`src/rtl/flapjack_regfile_pkg.sv`:
```
// Shared types and helpers for the flapjack multi-port register file.
package flapjack_regfile_pkg;

  typedef enum logic {RF_CLEAR, RF_RUN} rf_state_t;

  localparam int unsigned RF_MAX_NREAD = 4;

  // An index is live when it addresses a real entry that is not the hardwired zero.
  function automatic logic rf_index_live(input int unsigned idx,
                                         input int unsigned count,
                                         input bit          zero_reg);
    return (idx < count) && !(zero_reg && (idx == 0));
  endfunction

endpackage

```
`src/rtl/flapjack_regfile_clear_seq.sv`:
```
// Post-reset clear sequencer: walks every entry once, then raises ready.
module flapjack_regfile_clear_seq
  import flapjack_regfile_pkg::*;
#(
  parameter  int unsigned COUNT = 8,
  localparam int unsigned IW    = $clog2(COUNT)
) (
  input  logic          clk,
  input  logic          rst_n,
  output logic          clr_we,
  output logic [IW-1:0] clr_index,
  output logic          ready
);

  rf_state_t     state, state_nx;
  logic [IW-1:0] clr_cnt, clr_cnt_nx;
  logic          ready_nx;

  always_ff @(posedge clk) begin
    if (!rst_n) begin
      state   <= RF_CLEAR;
      clr_cnt <= '0;
      ready   <= 1'b0;
    end else begin
      state   <= state_nx;
      clr_cnt <= clr_cnt_nx;
      ready   <= ready_nx;
    end
  end

  always_comb begin
    state_nx   = state;
    clr_cnt_nx = clr_cnt;
    ready_nx   = ready;
    clr_we     = 1'b0;
    clr_index  = clr_cnt;
    case (state)
      RF_CLEAR: begin
        clr_we = 1'b1;
        if (clr_cnt == IW'(COUNT - 1)) begin
          state_nx = RF_RUN;
          ready_nx = 1'b1;
        end else begin
          clr_cnt_nx = clr_cnt + 1'b1;
        end
      end
      RF_RUN: ready_nx = 1'b1;
      default: begin
        state_nx = RF_CLEAR;
        ready_nx = 1'b0;
      end
    endcase
  end

endmodule

```
`src/rtl/flapjack_regfile_mp.sv`:
```
// Multi-port register file with busy scoreboard and hardware clear.
// Define FLAPJACK_REGFILE_BYPASS_EN for same-cycle write-to-read forwarding.
module flapjack_regfile_mp
  import flapjack_regfile_pkg::*;
#(
  parameter  int unsigned           WIDTH     = 16,
  parameter  int unsigned           COUNT     = 8,
  parameter  int unsigned           NREAD     = 2,
  parameter  bit                    ZERO_REG  = 1'b0,
  parameter  logic [WIDTH-1:0]      RESET_VAL = '0,
  localparam int unsigned           IW        = $clog2(COUNT)
) (
  input  logic                   clk,
  input  logic                   rst_n,
  input  logic [NREAD*IW-1:0]    rd_index,
  output logic [NREAD*WIDTH-1:0] rd_value,
  input  logic [IW-1:0]          wr_index,
  input  logic [WIDTH-1:0]       wr_value,
  input  logic                   wr_strobe,
  input  logic [IW-1:0]          rsv_index,
  input  logic                   rsv_strobe,
  output logic [COUNT-1:0]       busy,
  output logic                   ready
);

  logic [WIDTH-1:0] regs [0:COUNT-1];
  logic             clr_we;
  logic [IW-1:0]    clr_index;
  logic             wr_ok, rsv_ok;
  logic [COUNT-1:0] busy_nx;

  flapjack_regfile_clear_seq #(.COUNT(COUNT)) u_clear_seq (
    .clk       (clk),
    .rst_n     (rst_n),
    .clr_we    (clr_we),
    .clr_index (clr_index),
    .ready     (ready)
  );

  assign wr_ok  = rst_n && ready && wr_strobe
                  && rf_index_live(32'(wr_index), COUNT, ZERO_REG);
  assign rsv_ok = rst_n && ready && rsv_strobe
                  && rf_index_live(32'(rsv_index), COUNT, ZERO_REG);

  always_ff @(posedge clk) begin
    if (clr_we) begin
      regs[clr_index] <= RESET_VAL;
    end else if (wr_ok) begin
      regs[wr_index] <= wr_value;
    end
  end

  // Reservation is applied after the write-clear so a new producer wins.
  always_comb begin
    busy_nx = busy;
    for (int unsigned i = 0; i < COUNT; i++) begin
      if (wr_ok && (32'(wr_index) == i)) busy_nx[i] = 1'b0;
      if (rsv_ok && (32'(rsv_index) == i)) busy_nx[i] = 1'b1;
    end
  end

  always_ff @(posedge clk) begin
    if (!rst_n) begin
      busy <= '0;
    end else begin
      busy <= busy_nx;
    end
  end

  for (genvar p = 0; p < NREAD; p++) begin : g_rd
    logic [IW-1:0]    idx;
    logic [WIDTH-1:0] rd_nx, rd_q;

    assign idx = rd_index[p*IW +: IW];

    always_comb begin
      rd_nx = '0;
      if (rf_index_live(32'(idx), COUNT, ZERO_REG)) begin
        rd_nx = regs[idx];
`ifdef FLAPJACK_REGFILE_BYPASS_EN
        if (wr_ok && (wr_index == idx)) rd_nx = wr_value;
`endif
      end
    end

    always_ff @(posedge clk) begin
      if (!rst_n || !ready) begin
        rd_q <= '0;
      end else begin
        rd_q <= rd_nx;
      end
    end

    assign rd_value[p*WIDTH +: WIDTH] = rd_q;
  end

endmodule

```
`config.mk`:
```
export PLATFORM = sky130hd
export DESIGN_NAME = flapjack_regfile_mp
export DESIGN_NICKNAME = d
export VERILOG_FILES = /design/src/rtl/flapjack_regfile_pkg.sv /design/src/rtl/flapjack_regfile_clear_seq.sv /design/src/rtl/flapjack_regfile_mp.sv
export SDC_FILE = /design/constraint.sdc
export NUM_CORES = 1
export LEC_CHECK = 0
export ABC_AREA = 0
export BUFFER_PORTS_ARGS = -buffer_cell sky130_fd_sc_hd__buf_2
export CORE_UTILIZATION = 47
export DETAILED_ROUTE_END_ITERATION = 10
export PLACE_DENSITY = 0.66
export SLEW_MARGIN = 20
export SYNTH_ARGS = -nofsm -noshare
export SYNTH_HDL_FRONTEND = slang
export SYNTH_SLANG_ARGS = --single-unit
```
`constraint.sdc`:
```
create_clock -name clk -period 4 [get_ports clk]
set_input_delay 0.8 -clock clk [delete_from_list [all_inputs] [get_ports clk]]
set_output_delay 0.8 -clock clk [all_outputs]
set_load 0.005 [all_outputs]
```
==> impl_metrics.json <==
{
  "status": "finished, final reports clean",
  "synthAdderAreaFrac_pct": 0.332,
  "area_growth_pct": 15.8,
  "ctsResizeCount": 0,
  "start_util_pct": 48.9,
  "viasPerCell": 5.95,
  "dp_hpwl_um": 11300,
  "p_clk_share_pct": 42.0,
  "dr.first_iter.drc_count": 452,
  "ys.flop_type": "edfxtp_1",
  "dieArea_um2": 16500,
  "finalSetupViolations": 0,
  "synth_edf_count": 128,
  "grt_overflow": 0,
  "fmax_mhz": 419,
  "p_sw_share_pct": 21.8,
  "final_util_pct": 56.6,
  "holdBufCountCts": 0,
  "place_congestion": 0.826,
  "vias": 4894,
  "track_usage_pct": 23.6,
  "cts_tree": "built",
  "portBuffers": 72,
  "post-route-period-util_pct": 59.7,
  "pwr-share-seq_pct": 49.4,
  "hold_class": "flop to flop",
  "cts-root-buf": "clkbuf_16",
  "fp.dieW_um": 129,
  "clk_pin_slew_worst_paths_ns": 0.06,
  "drv_slew": 0,
  "peakVddDrop_v": 0.000326,
  "drive_gt1_share_pct": 41.0,
  "ys_seq_area_share_pct": 62.9,
  "cp_slowest_cell": "and4_1",
  "power.switching_uw": 900,
  "grt_max_degree": 37,
  "cts.sinks": 173,
  "grt_pass1_vias": 4853,
  "crit_arrival_ns": 2.49,
  "avgSynthCellArea_um2": 14.3,
  "yosys.area_share.simple_pct": 6.99,
  "drtAntennaViolNets": 0,
  "synth_compound_area_share_pct": 7.34,
  "crit_chain": "buf_2 -> and4_1 -> mux2_2 -> nor2_1 -> buf_4",
  "path_class": "input pin to flop",
  "h-tree-depth": 4,
  "coreArea_um2": 15400,
  "cts_setup_buffers": 0,
  "worst_slew_pin_slew_ns": 1.09,
  "rsz0062_at_grt": "no",
  "ys_seq_elements": 173,
  "hold_viol": 0,
  "cts.path.max_buffers": 2,
  "leakage_nw": 3.03,
  "startpoint_type": "input pin",
  "cp_max_fo": 21,
  "worst_skew_pair.late_latency_ns": 0.43,
  "comb_power_share_pct": 8.6,
  "drc": 0,
  "cts_buffers": 17,
  "synthXorXnorAreaFrac_pct": 0.116,
  "async_reset_ff_share_pct": 0,
  "nets": 633,
  "worstPathRequired_ns": 4.10,
  "n_antenna_cell": 0,
  "cap_viol_max_count": 0,
  "rows": 45,
  "syn_nets": 560,
  "slew_headroom_pct": 27.6,
  "top_level_ports": 73,
  "final.setup.tns_ns": 0,
  "wl_um": 18400,
  "place_inst": 791,
  "synth.mux.area_fraction_pct": 19.7,
  "regToRegStartpoint": "u_clear_seq.state$_SDFF_PN0_",
  "startpoint": "rst_n",
  "drt-pass1-iter-count": 7,
  "skew_ns": 0.00913,
  "power_density_nw_per_um2": 473,
  "antenna_found_initial": 0,
  "fin_cells": 823,
  "synthCells": 526,
  "period_minus_slack_ns": 2.39,
  "synth_top_family_by_area": "multiplexers",
  "synth_area_um2": 7540,
  "ys_types": 34,
  "crit_path_end_kind": "flop",
  "cp_slowest_stage_delay_ns": 0.60,
  "worstHoldStart": "busy[1]$_SDFFE_PN0P_",
  "die_h_um": 129,
  "p_int_mw": 3.23,
  "grt_pass1_wl_um": 28300,
  "wl_per_cell_um": 22.3,
  "ys_warn_count": 0
}
[power by group through the flow]
stage	combinational (mW)	sequential [mW]	clock, mW
global placement	0.343	2.07	0
finish	0.354	2.04	1.74
floorplan	0.238	2.06	0
global route	0.379	2.05	1.83
CTS	0.353	2.04	1.75
detailed placement	0.351	2.08	0
[worst max-delay path: cells and delay by family]
kind | cells | cell delay [ns]
and+or+nand+nor | 2 | 0.70
buffers and inverters | 2 | 0.57
muxes | 1 | 0.41
[kinds of logic (layout without fill, tap and decap cells)]
kind of cell,count (synthesis),count (layout)
buffers and inverters,35,121
AND/OR/NAND/NOR,99,99
flip-flops,173,173
XOR/XNOR,1,1
adder cells (fa/ha/maj),2,2
multiplexers,132,132
AO/OA/AOI/OAI,84,84
[per-layer routing]
layer	part of all wire [%]	track usage, %	routed length, µm
met5	0	0	0
met4	1.3	8.03	245
met3	6.1	4.41	1120
met2	49	38.2	8990
met1	44	32.1	8040
[Yosys cell counts, drive strengths merged, types with 4 or more instances]
library cell,number,area share [%]
mux2,129,19
buf,23,2.0
clkbuf,12,0.65
o22ai,64,5.3
nand2,10,0.50
nand2b,7,0.58
o21ai,4,0.27
and2,18,1.5
nor2b,6,0.50
nor3,33,2.2
nor2,13,0.65
dfxtp,45,12
edfxtp,128,51
[layout by cell type (no fill, tap or decap), types with 6 or more instances in the layout]
cell       instances
and2_1            18
nor2_1            13
nand2b_1           7
dfxtp_1           45
o22ai_1           64
mux2_2           129
nor2b_1            6
buf_2             72
edfxtp_1         128
nand2_1           10
nor3_1            33
buf_4             16
clkbuf_16         17
[worst paths after layout]
| kind | slack (ns) | cells after the start | end |
|---|---|---|---|
| min reg2reg | 0.51 | 1 | busy[1]$_SDFFE_PN0P_ |
| max | 1.61 | 5 | regs[6][11]$_DFFE_PP_ |
| max reg2reg | 1.84 | 4 | regs[6][11]$_DFFE_PP_ |
| min | 0.51 | 1 | busy[1]$_SDFFE_PN0P_ |
[registers in the layout, summed over array words and instances (netlist names)]
signal and flops:
regs 128, g_rd.rd_q 32, busy 8, u_clear_seq.clr_index 3, u_clear_seq.ready 1, u_clear_seq.state 1
[cell type report]
type / instances / area (µm²)
fillers: 1243 / 6700
flip-flops and latches: 173 / 4740
multi-input cells: 318 / 2600
repair buffers: 89 / 500
clock buffers: 20 / 457
well taps: 211 / 264
clock inverters: 12 / 168
[stage by stage]
step / worst slack [ns] / cell area (µm²) / hold WS [ns] / power [mW]
finish: 1.61 / 8730 / 0.505 / 4.13
global route: 1.48 / 8730 / 0.522 / 4.26
CTS: 1.60 / 8730 / 0.507 / 4.14
detailed placement: 1.16 / 8110 / 0.491 / 2.43
global placement: 1.24 / 8110 / 0.486 / 2.42
floorplan: 1.55 / 7540 / 0.484 / 2.30
(Power assumes the default switching activity.)
